`config.mk`:
```
export PLATFORM = sky130hd
export DESIGN_NAME = mult_sat_seq
export DESIGN_NICKNAME = d
export VERILOG_FILES = /design/src/rtl/mult_sat_seq.sv
export SDC_FILE = /design/constraint.sdc
export NUM_CORES = 1
export LEC_CHECK = 0
export CORE_MARGIN = 2
export CORE_UTILIZATION = 30
export DETAILED_ROUTE_END_ITERATION = 8
export GPL_TIMING_DRIVEN = 0
export PLACE_DENSITY = 0.56
export SLEW_MARGIN = 20
export SYNTH_ARGS = -nofsm -noshare
export SYNTH_HDL_FRONTEND = slang
export SYNTH_SLANG_ARGS = --single-unit
```
`constraint.sdc`:
```
create_clock -name clk -period 4.9 [get_ports clk]
set_input_delay 0.98 -clock clk [delete_from_list [all_inputs] [get_ports clk]]
set_output_delay 0.98 -clock clk [all_outputs]
set_load 0.05 [all_outputs]
```
`src/rtl/mult_sat_seq.sv`:
```
`default_nettype none
// +----------------------------------------------------------------------------+
// | Module   : mult_sat_seq                                                    |
// | Brief    : iterative signed shift-add multiplier, rounded Q-scaling,       |
// |            saturating result with overflow flag, valid/ready both sides.   |
// | Revision : 1.0                                                             |
// +----------------------------------------------------------------------------+
module mult_sat_seq #(
  parameter int WIDTH = 32,
  parameter int FRAC  = 0
) (
  input  logic             clk,
  input  logic             rst_n,
  input  logic             in_valid,
  output logic             in_ready,
  input  logic [WIDTH-1:0] a,
  input  logic [WIDTH-1:0] b,
  output logic             out_valid,
  input  logic             out_ready,
  output logic [WIDTH-1:0] y,
  output logic             ovf
);

  localparam int CW = $clog2(WIDTH);
  localparam int PW = 2*WIDTH + 1;

  localparam logic signed [PW-1:0] c_max = {{(WIDTH+2){1'b0}}, {(WIDTH-1){1'b1}}};
  localparam logic signed [PW-1:0] c_min = {{(WIDTH+2){1'b1}}, {(WIDTH-1){1'b0}}};
  // Half an LSB of the scaled result; collapses to zero when FRAC is 0.
  localparam logic signed [PW-1:0] c_rnd = ({{(PW-1){1'b0}}, 1'b1} << FRAC) >> 1;

  typedef enum logic [1:0] {
    S_IDLE = 2'd0,
    S_BUSY = 2'd1,
    S_FIX  = 2'd2,
    S_DONE = 2'd3
  } state_t;

  state_t                 r_state;
  logic [2*WIDTH-1:0]     r_mcand;
  logic [2*WIDTH-1:0]     r_prod;
  logic [WIDTH-1:0]       r_mplier;
  logic                   r_sign;
  logic [CW-1:0]          r_cnt;

  logic [WIDTH-1:0]       w_abs_a;
  logic [WIDTH-1:0]       w_abs_b;
  logic signed [PW-1:0]   w_mag;
  logic signed [PW-1:0]   w_p;
  logic signed [PW-1:0]   w_sum;
  logic signed [PW-1:0]   w_r;
  logic                   w_pos;
  logic                   w_neg;

  // The most negative operand yields 2^(WIDTH-1), which still fits unsigned.
  assign w_abs_a = a[WIDTH-1] ? (~a + 1'b1) : a;
  assign w_abs_b = b[WIDTH-1] ? (~b + 1'b1) : b;

  assign w_mag = {1'b0, r_prod};
  assign w_p   = r_sign ? -w_mag : w_mag;
  assign w_sum = w_p + c_rnd;
  assign w_r   = w_sum >>> FRAC;
  assign w_pos = (w_r > c_max);
  assign w_neg = (w_r < c_min);

  always_ff @(posedge clk or negedge rst_n) begin
    if (!rst_n) begin
      r_state   <= S_IDLE;
      r_mcand   <= '0;
      r_prod    <= '0;
      r_mplier  <= '0;
      r_sign    <= 1'b0;
      r_cnt     <= '0;
      in_ready  <= 1'b1;
      out_valid <= 1'b0;
      y         <= '0;
      ovf       <= 1'b0;
    end else begin
      case (r_state)
        S_IDLE: begin
          if (in_valid) begin
            r_mcand  <= {{WIDTH{1'b0}}, w_abs_a};
            r_mplier <= w_abs_b;
            r_sign   <= a[WIDTH-1] ^ b[WIDTH-1];
            r_prod   <= '0;
            r_cnt    <= '0;
            in_ready <= 1'b0;
            r_state  <= S_BUSY;
          end
        end
        S_BUSY: begin
          if (r_mplier[0]) begin
            r_prod <= r_prod + r_mcand;
          end
          r_mcand  <= r_mcand << 1;
          r_mplier <= r_mplier >> 1;
          r_cnt    <= r_cnt + 1'b1;
          if (r_cnt == CW'(WIDTH-1)) begin
            r_state <= S_FIX;
          end
        end
        S_FIX: begin
          if (w_pos) begin
            y <= {1'b0, {(WIDTH-1){1'b1}}};
          end else if (w_neg) begin
            y <= {1'b1, {(WIDTH-1){1'b0}}};
          end else begin
            y <= w_r[WIDTH-1:0];
          end
          ovf       <= w_pos | w_neg;
          out_valid <= 1'b1;
          r_state   <= S_DONE;
        end
        S_DONE: begin
          // Return to IDLE before re-opening the input side.
          if (out_ready) begin
            out_valid <= 1'b0;
            in_ready  <= 1'b1;
            r_state   <= S_IDLE;
          end
        end
        default: begin
          r_state <= S_IDLE;
        end
      endcase
    end
  end

endmodule
`default_nettype wire
```
==> results.md, run 1 <==
- Final worst-path cycle share: 91.02%
- Synth warnings: 0
- CTS tree: built
- Leading area contributor after synthesis: dfrtp_1
- Worst-path clk slew: 0.07 ns
- Share of cells above drive strength 1: 5.258%
- Final core utilization: 35.96%
- Clock root buffer: clkbuf_16
- Synth Area in XOR/XNOR: 9.546%
- Sw Share: 49.02%
- Mux share of post-synthesis cell area: 0.7356%
- Most frequent cell after synthesis: nand2_1
- EDFF count, synth: 0
- Compound-Gate Fraction of Synth Area: 26.46%
- Critical path launch point type: flip-flop
- Clock latency at the later pin of the worst-skew pair: 0.56 ns
- Outcome: completed
- P per Cell Area: 614.7 mW/mm2
- Final Cell Area: 0.01797 mm2
- Vias: 14,310
- WL/cell: 17.72 um
- Clock network power share: 18.3%
- Die Height: 228.6 um
- Ys flop type: dfrtp_1
- Largest net degree at the start of global routing: 98
- Final worst setup slack: 0.4398 ns
- Synth Area in Adders: 6.083%
- Setup Fix Bufs, Post-CTS: 0
- Comb power frac: 56.2%
- Syn_area_per_cell: 8.113 um2
- Vias in the first global route: 13,960
- Die W: 228.6 um
- Overall Global Routing Usage: 17.91%
- Worst Tran Pin Value: 0.8711 ns
- Post-CTS sizing: 0
- GRT overflow: 0
- Crit Path Class: flip-flop to flip-flop
- Mapped Cells: 1,866
- Total Neg Setup Slack: 0 ns
- Setup WS pre-CTS: 0.5023 ns
- WL final: 47,640 um
- Post-route DRC: 0
- Initial antenna violation count: 1
- H-tree Lvls: 1
- Synth top area cells: dfrtp_1 (33%), o21ai_0 (6.6%), nand2_1 (6.0%), ha_1 (6.0%), a21oi_1 (5.3%)
- Core Area: 0.04997 mm2
- Worst Path Arrival: 4.94 ns
- Tmin final: 4.460 ns
- Critical path fanouts, max: 10
- Worst R2R Start: r_prod[14]
- Worst Hold Class: input port to async pin
- Clock tree buffer depth: 3
- Synth cell count leaders: nand2_1 (243), dfrtp_1 (202), o21ai_0 (200)
- Leakage: 7.583 nW
- Area of placed instances: 0.01706 mm2
- First-pass GRT wire length: 76,450 um
- GPL Wtd Cong: 0.9160
- RSZ-0062 raised after global routing: no
- Fmax: 0.2242 GHz
- Die area: 0.05227 mm2
- Fin. max-slew vios: 0
- Tot Pwr: 11.05 mW
- Setup violations, final: 0
- Async set-reset flop share out of synthesis: 100.0%
- CP endpoint kind: flip-flop
- Effective utilization at floorplan: 30.30%
- Vias per cell: 5.321
- Relative slew slack: 41.39%
- Reg2Reg Depth: 12
- Synth cell types: 81
- Worst VDD drop: 0.3270 mV
- Number of CTS-inserted buffers: 25
- DRT Pass-1 Iters: 5
- Io pins: 103
- Setup crit start: r_prod[14]
- Final Hold Violating Endpoints: 0
- Sink Count: 203
- Nets: 2,138
- I/O Buffers: 102
- Net Switching: 5.414 mW
- Top cell type's share of synthesized area: 33.39%
- Synth Net Count: 2,007
- Max Clock Skew: 0.03278 ns
- Synthesized flop and latch total: 203
- Starting DRT DRC Count: 840
- CTS Hold Bufs: 0
- Internal cell power: 5.631 mW
- Largest family of logic cells by synthesized area: compound AO/OA/AOI/OAI gates
- Max Cap Viol: 0
- Detailed Place HPWL: 37,640 um
- Antenna Nets Post-Route: 0
- Post-Synth Simple-Gate Area: 19.79%
- Synth Cell Area: 0.01514 mm2
- Area Overhead vs Synth: 18.69%
- Row count: 82
- Register area share after synthesis: 33.56%
- Register share of total power: 25.5%
- CP required: 5.38 ns
## critical path: stages, from the launching register on
cell and delay [ns]:
dfrtp_1 0.46, or4_4 0.57, or4b_4 0.55, or3_1 0.47, buf_2 0.24, nor4_1 0.68
xor2_1 0.14, nor3_1 0.33, nand4_1 0.16, o21ai_2 0.38, buf_6 0.20, nand2_1 0.07
a21oi_2 0.13
## state kept, by name, indices dropped and copies added (netlist names)
| signal | count |
|---|---|
| in_ready | 1 |
| out_valid | 1 |
| ovf | 1 |
| r_cnt | 5 |
| r_mcand | 64 |
| r_mplier | 32 |
| r_prod | 64 |
| r_sign | 1 |
| r_state | 2 |
| y | 32 |
## routing by layer
| metal | share of wire [%] | GRT usage, % | wire, um | vias up |
|---|---|---|---|---|
| li1 | - | - | - | 7066 |
| met1 | 48 | 24.86 | 22850 | 6788 |
| met2 | 44 | 28.35 | 21000 | 365 |
| met3 | 4.8 | 2.670 | 2305 | 87 |
| met4 | 3.1 | 6.168 | 1468 | 2 |
| met5 | 0.027 | 0 | 13 | - |
## power groups by stage
stage	Combinational (mW)	Sequential (mW)	Clock [mW]
floorplan	4.00	3.10	0
global placement	6.11	2.82	0
detailed placement	6.20	2.83	0
CTS	6.21	2.81	2.07
global route	6.88	2.89	2.12
finish	6.21	2.82	2.02
## logic make-up (layout without fill, tap and decap cells)
group,Yosys count,after routing
adders and majority gates,73,73
AOI/OAI and AO/OA,625,625
DFF,203,203
muxes,11,11
other,0,1
buffers and inverters,144,294
xor gates and xnor gates,165,165
and+or+nand+nor,645,645
## final cells by class
class,count,area (um2)
fillers,5136,32000
diodes,1,2.502
clock buffers,35,733.2
clock inverters,11,171.4
repair buffers,104,1081
flip-flops and latches,203,5081
multi-input cells,1519,9479
plain buffers,109,446.7
well taps,672,840.8
inverters,35,131.4
## path summary, 6_finish.rpt
| check | endpoint | slack [ns] |
|---|---|---|
| max in group asynchronous | r_mplier[14] | 3.45 |
| worst max register to register | y[30] | 0.44 |
| worst min register to register | r_mplier[31] | 0.47 |
| worst max-delay path | y[30] | 0.44 |
| worst min-delay path | y[31] | 0.31 |
| min in group clk | r_mplier[31] | 0.47 |
## metrics by stage
step                cells  hold slack [ns]
finish               2689           0.3069
global placement     2640           0.4566
CTS                  2688           0.2954
global route         2688           0.3248
detailed placement   2642           0.4619
floorplan            1866           0.4435
## placed cells by master, fill, tap and decap left out, types with 11 or more instances in the layout
cell type / count
a21oi_1: 159
dfrtp_1: 202
clkdlybuf4s50_1: 101
a21o_1: 38
or4_1: 22
a22o_1: 40
inv_1: 34
nor4_1: 14
o41ai_1: 20
xor2_1: 88
clkbuf_16: 25
nor3_1: 45
nor2_1: 174
o21bai_1: 13
a31oi_1: 11
o21ai_0: 200
o31ai_1: 37
a21oi_2: 29
clkbuf_1: 94
or3_1: 17
ha_1: 72
nand4_1: 27
nand3_1: 41
xnor2_1: 77
nand2_1: 243
Power figures use the tool's default switching activity.
==> run 2: changes to the inputs <==
Settings changed: GPL_TIMING_DRIVEN 0 to default.
==> results.md, run 2 (synthesis results as in run 1) <==
- Outcome: completed
- Core Area: 0.04997 mm2 (unchanged)
- Area Overhead vs Synth: 16.76%
- Effective utilization at floorplan: 30.30% (unchanged)
- Number of CTS-inserted buffers: 26 (+4.0%)
- Worst VDD drop: 0.2892 mV (-12%)
- Overall Global Routing Usage: 16.76% (-1.1 points)
- Worst Tran Pin Value: 1.062 ns (+0.1911 ns)
- H-tree Lvls: 1 (unchanged)
- Comb power frac: 56.0% (-0.2 points)
- M3 GR Usage: 2.882% (+0.21 points)
- Detailed Place HPWL: 33,540 um (-11%)
- Final worst-path cycle share: 86.91% (-4.1 points)
- Vias: 14,000 (-2.1%)
- WL final: 44,540 um (-6.5%)
- Nets: 2,052 (-4.0%)
- I/O Buffers: 102 (unchanged)
- Setup Fix Bufs, Post-CTS: 0 (unchanged)
- Clock network power share: 18.1% (-0.2 points)
- Die Height: 228.6 um (unchanged)
- Row count: 82 (unchanged)
- Vias per cell: 5.379 (+1.1%)
- Post-CTS sizing: 0 (unchanged)
- Final Hold Violating Endpoints: 0 (unchanged)
- Final core utilization: 35.38% (-0.58 points)
- Initial antenna violation count: 5 (+4)
- Relative slew slack: 28.96% (-12 points)
- Registers with the most flip-flops: r_mcand: 64 flops, r_prod: 64 flops
- P per Cell Area: 609.1 mW/mm2 (-0.91%)
- Antenna Nets Post-Route: 0 (unchanged)
- Fillers: 5,222 (+1.7%)
- GPL Wtd Cong: 0.8973 (-2.0%)
- Fin. max-slew vios: 0 (unchanged)
- Internal cell power: 5.536 mW (-1.7%)
- Clock tree buffer depth: 3 (unchanged)
- Starting DRT DRC Count: 904 (+7.6%)
- DRT Pass-1 Iters: 5 (unchanged)
- Share of cells above drive strength 1: 6.480% (+1.2 points)
- Crit Path Class: flip-flop to flip-flop
- Net Switching: 5.231 mW (-3.4%)
- Most common cell after layout, fill and taps aside: nand2_1
- Largest net degree at the start of global routing: 116 (+18%)
- GRT overflow: 0 (unchanged)
- Die area: 0.05227 mm2 (unchanged)
- Worst-path clk slew: 0.06 ns (about the same)
- Total Neg Setup Slack: 0 ns (unchanged)
- Clock latency at the later pin of the worst-skew pair: 0.56 ns (about the same)
- Sink Count: 203 (unchanged)
- First-pass GRT wire length: 72,530 um (-5.1%)
- CTS tree: built
- Post-route DRC: 0 (unchanged)
- Met1 usage: 23.31% (-1.6 points)
- Leakage: 7.515 nW (-0.90%)
- Fmax: 0.2348 GHz (+4.7%)
- CP required: 5.32 ns (-0.06 ns)
- Io pins: 103 (unchanged)
- Leading cell types in the layout, fill and taps excluded: nand2_1 (243), dfrtp_1 (201), o21ai_0 (198)
- Register share of total power: 25.9% (+0.4 points)
- CTS Hold Bufs: 0 (unchanged)
- Worst Hold Class: input port to async pin
- Clock root buffer: clkbuf_16
- Max Clock Skew: 0.02311 ns (-0.009665 ns)
- Max Cap Viol: 0 (unchanged)
- Critical path fanouts, max: 32 (+22)
- WL/cell: 17.11 um (-3.4%)
- Critical path launch point type: flip-flop
- Die W: 228.6 um (unchanged)
- Tmin final: 4.258 ns (-0.2018 ns)
- Vias in the first global route: 13,400 (-4.0%)
- Setup violations, final: 0 (unchanged)
- Gr busiest metal: met2
- Worst Path Arrival: 4.68 ns (-0.26 ns)
- Tot Pwr: 10.77 mW (-2.5%)
- M2 GR Usage: 26.63% (-1.7 points)
- CP endpoint kind: flip-flop
- RSZ-0062 raised after global routing: no
- Sw Share: 48.59% (-0.43 points)
run 2: cell types whose count changed in the layout (fill, tap and decap cells not counted), sizes merged:
| cell | previous run | this run |
|---|---|---|
| clkbuf | 126 | 32 |
| diode | 1 | 2 |
| buf | 21 | 25 |
| clkinv | 5 | 10 |
| bufinv | 4 | 3 |
| clkdlybuf4s50 | 101 | 100 |
run 2: power groups by stage:
stage	sequential [mW]	clock (mW)	combinational [mW]
after global routing	2.87	2.08	6.69
after detailed placement	2.81	0	6.02
after CTS	2.78	2.01	6.05
final	2.78	1.95	6.03
after global placement	2.79	0	5.95
after floorplan	3.10	0	4.00
run 2: cell type report:
class	instances	area, um2	area share, %
clock inverters	15	181.4	1.026
clock buffers	31	689.4	3.900
inverters	35	131.4	0.7433
flip-flops and latches	203	5082	28.75
multi-input cells	1519	9517	53.84
diodes	2	5.005	0.02831
repair buffers	126	1229	6.951
well taps	672	840.8	4.757
run 2: worst max-delay path, stage by stage (launching register included):
cell	delay, ns
dfrtp_1	0.45
or4_4	0.57
or4b_4	0.61
or4_1	0.68
nor2_1	0.27
nand2_1	0.11
o41a_1	0.32
o21ai_1	0.14
nand3_1	0.13
o31ai_4	0.25
buf_4	0.45
a21oi_1	0.12
run 2: routing by layer:
layer	wire (um)	share of wire, %
met5	33	0.074
met3	2488	5.6
met2	19690	44
met4	1096	2.5
met1	21240	48
run 2: path summary, 6_finish.rpt:
path | from | end | slack (ns) | depth (start not counted)
min in group clk | r_mplier[18] | r_mplier[18] | 0.48 | 2
setup reg to reg | r_prod[14] | y[0] | 0.64 | 11
hold / removal | rst_n | r_mcand[57] | 0.44 | 1
setup / recovery | r_prod[14] | y[0] | 0.64 | 11
max in group asynchronous | rst_n | r_mplier[24] | 3.48 | 2
hold reg to reg | r_mplier[18] | r_mplier[18] | 0.48 | 2
run 2: through the flow:
| step | cells | hold WS [ns] | worst slack (ns) | cell area (um2) |
|---|---|---|---|---|
| final | 2603 | 0.4356 | 0.6416 | 17680 |
| after floorplan | 1866 | 0.4435 | 1.276 | 15140 |
| after global placement | 2555 | 0.4611 | 0.6820 | 16800 |
| after CTS | 2601 | 0.4785 | 0.6513 | 17670 |
| after detailed placement | 2555 | 0.4658 | 0.6608 | 16800 |
| after global routing | 2602 | 0.5080 | 0.3921 | 17670 |
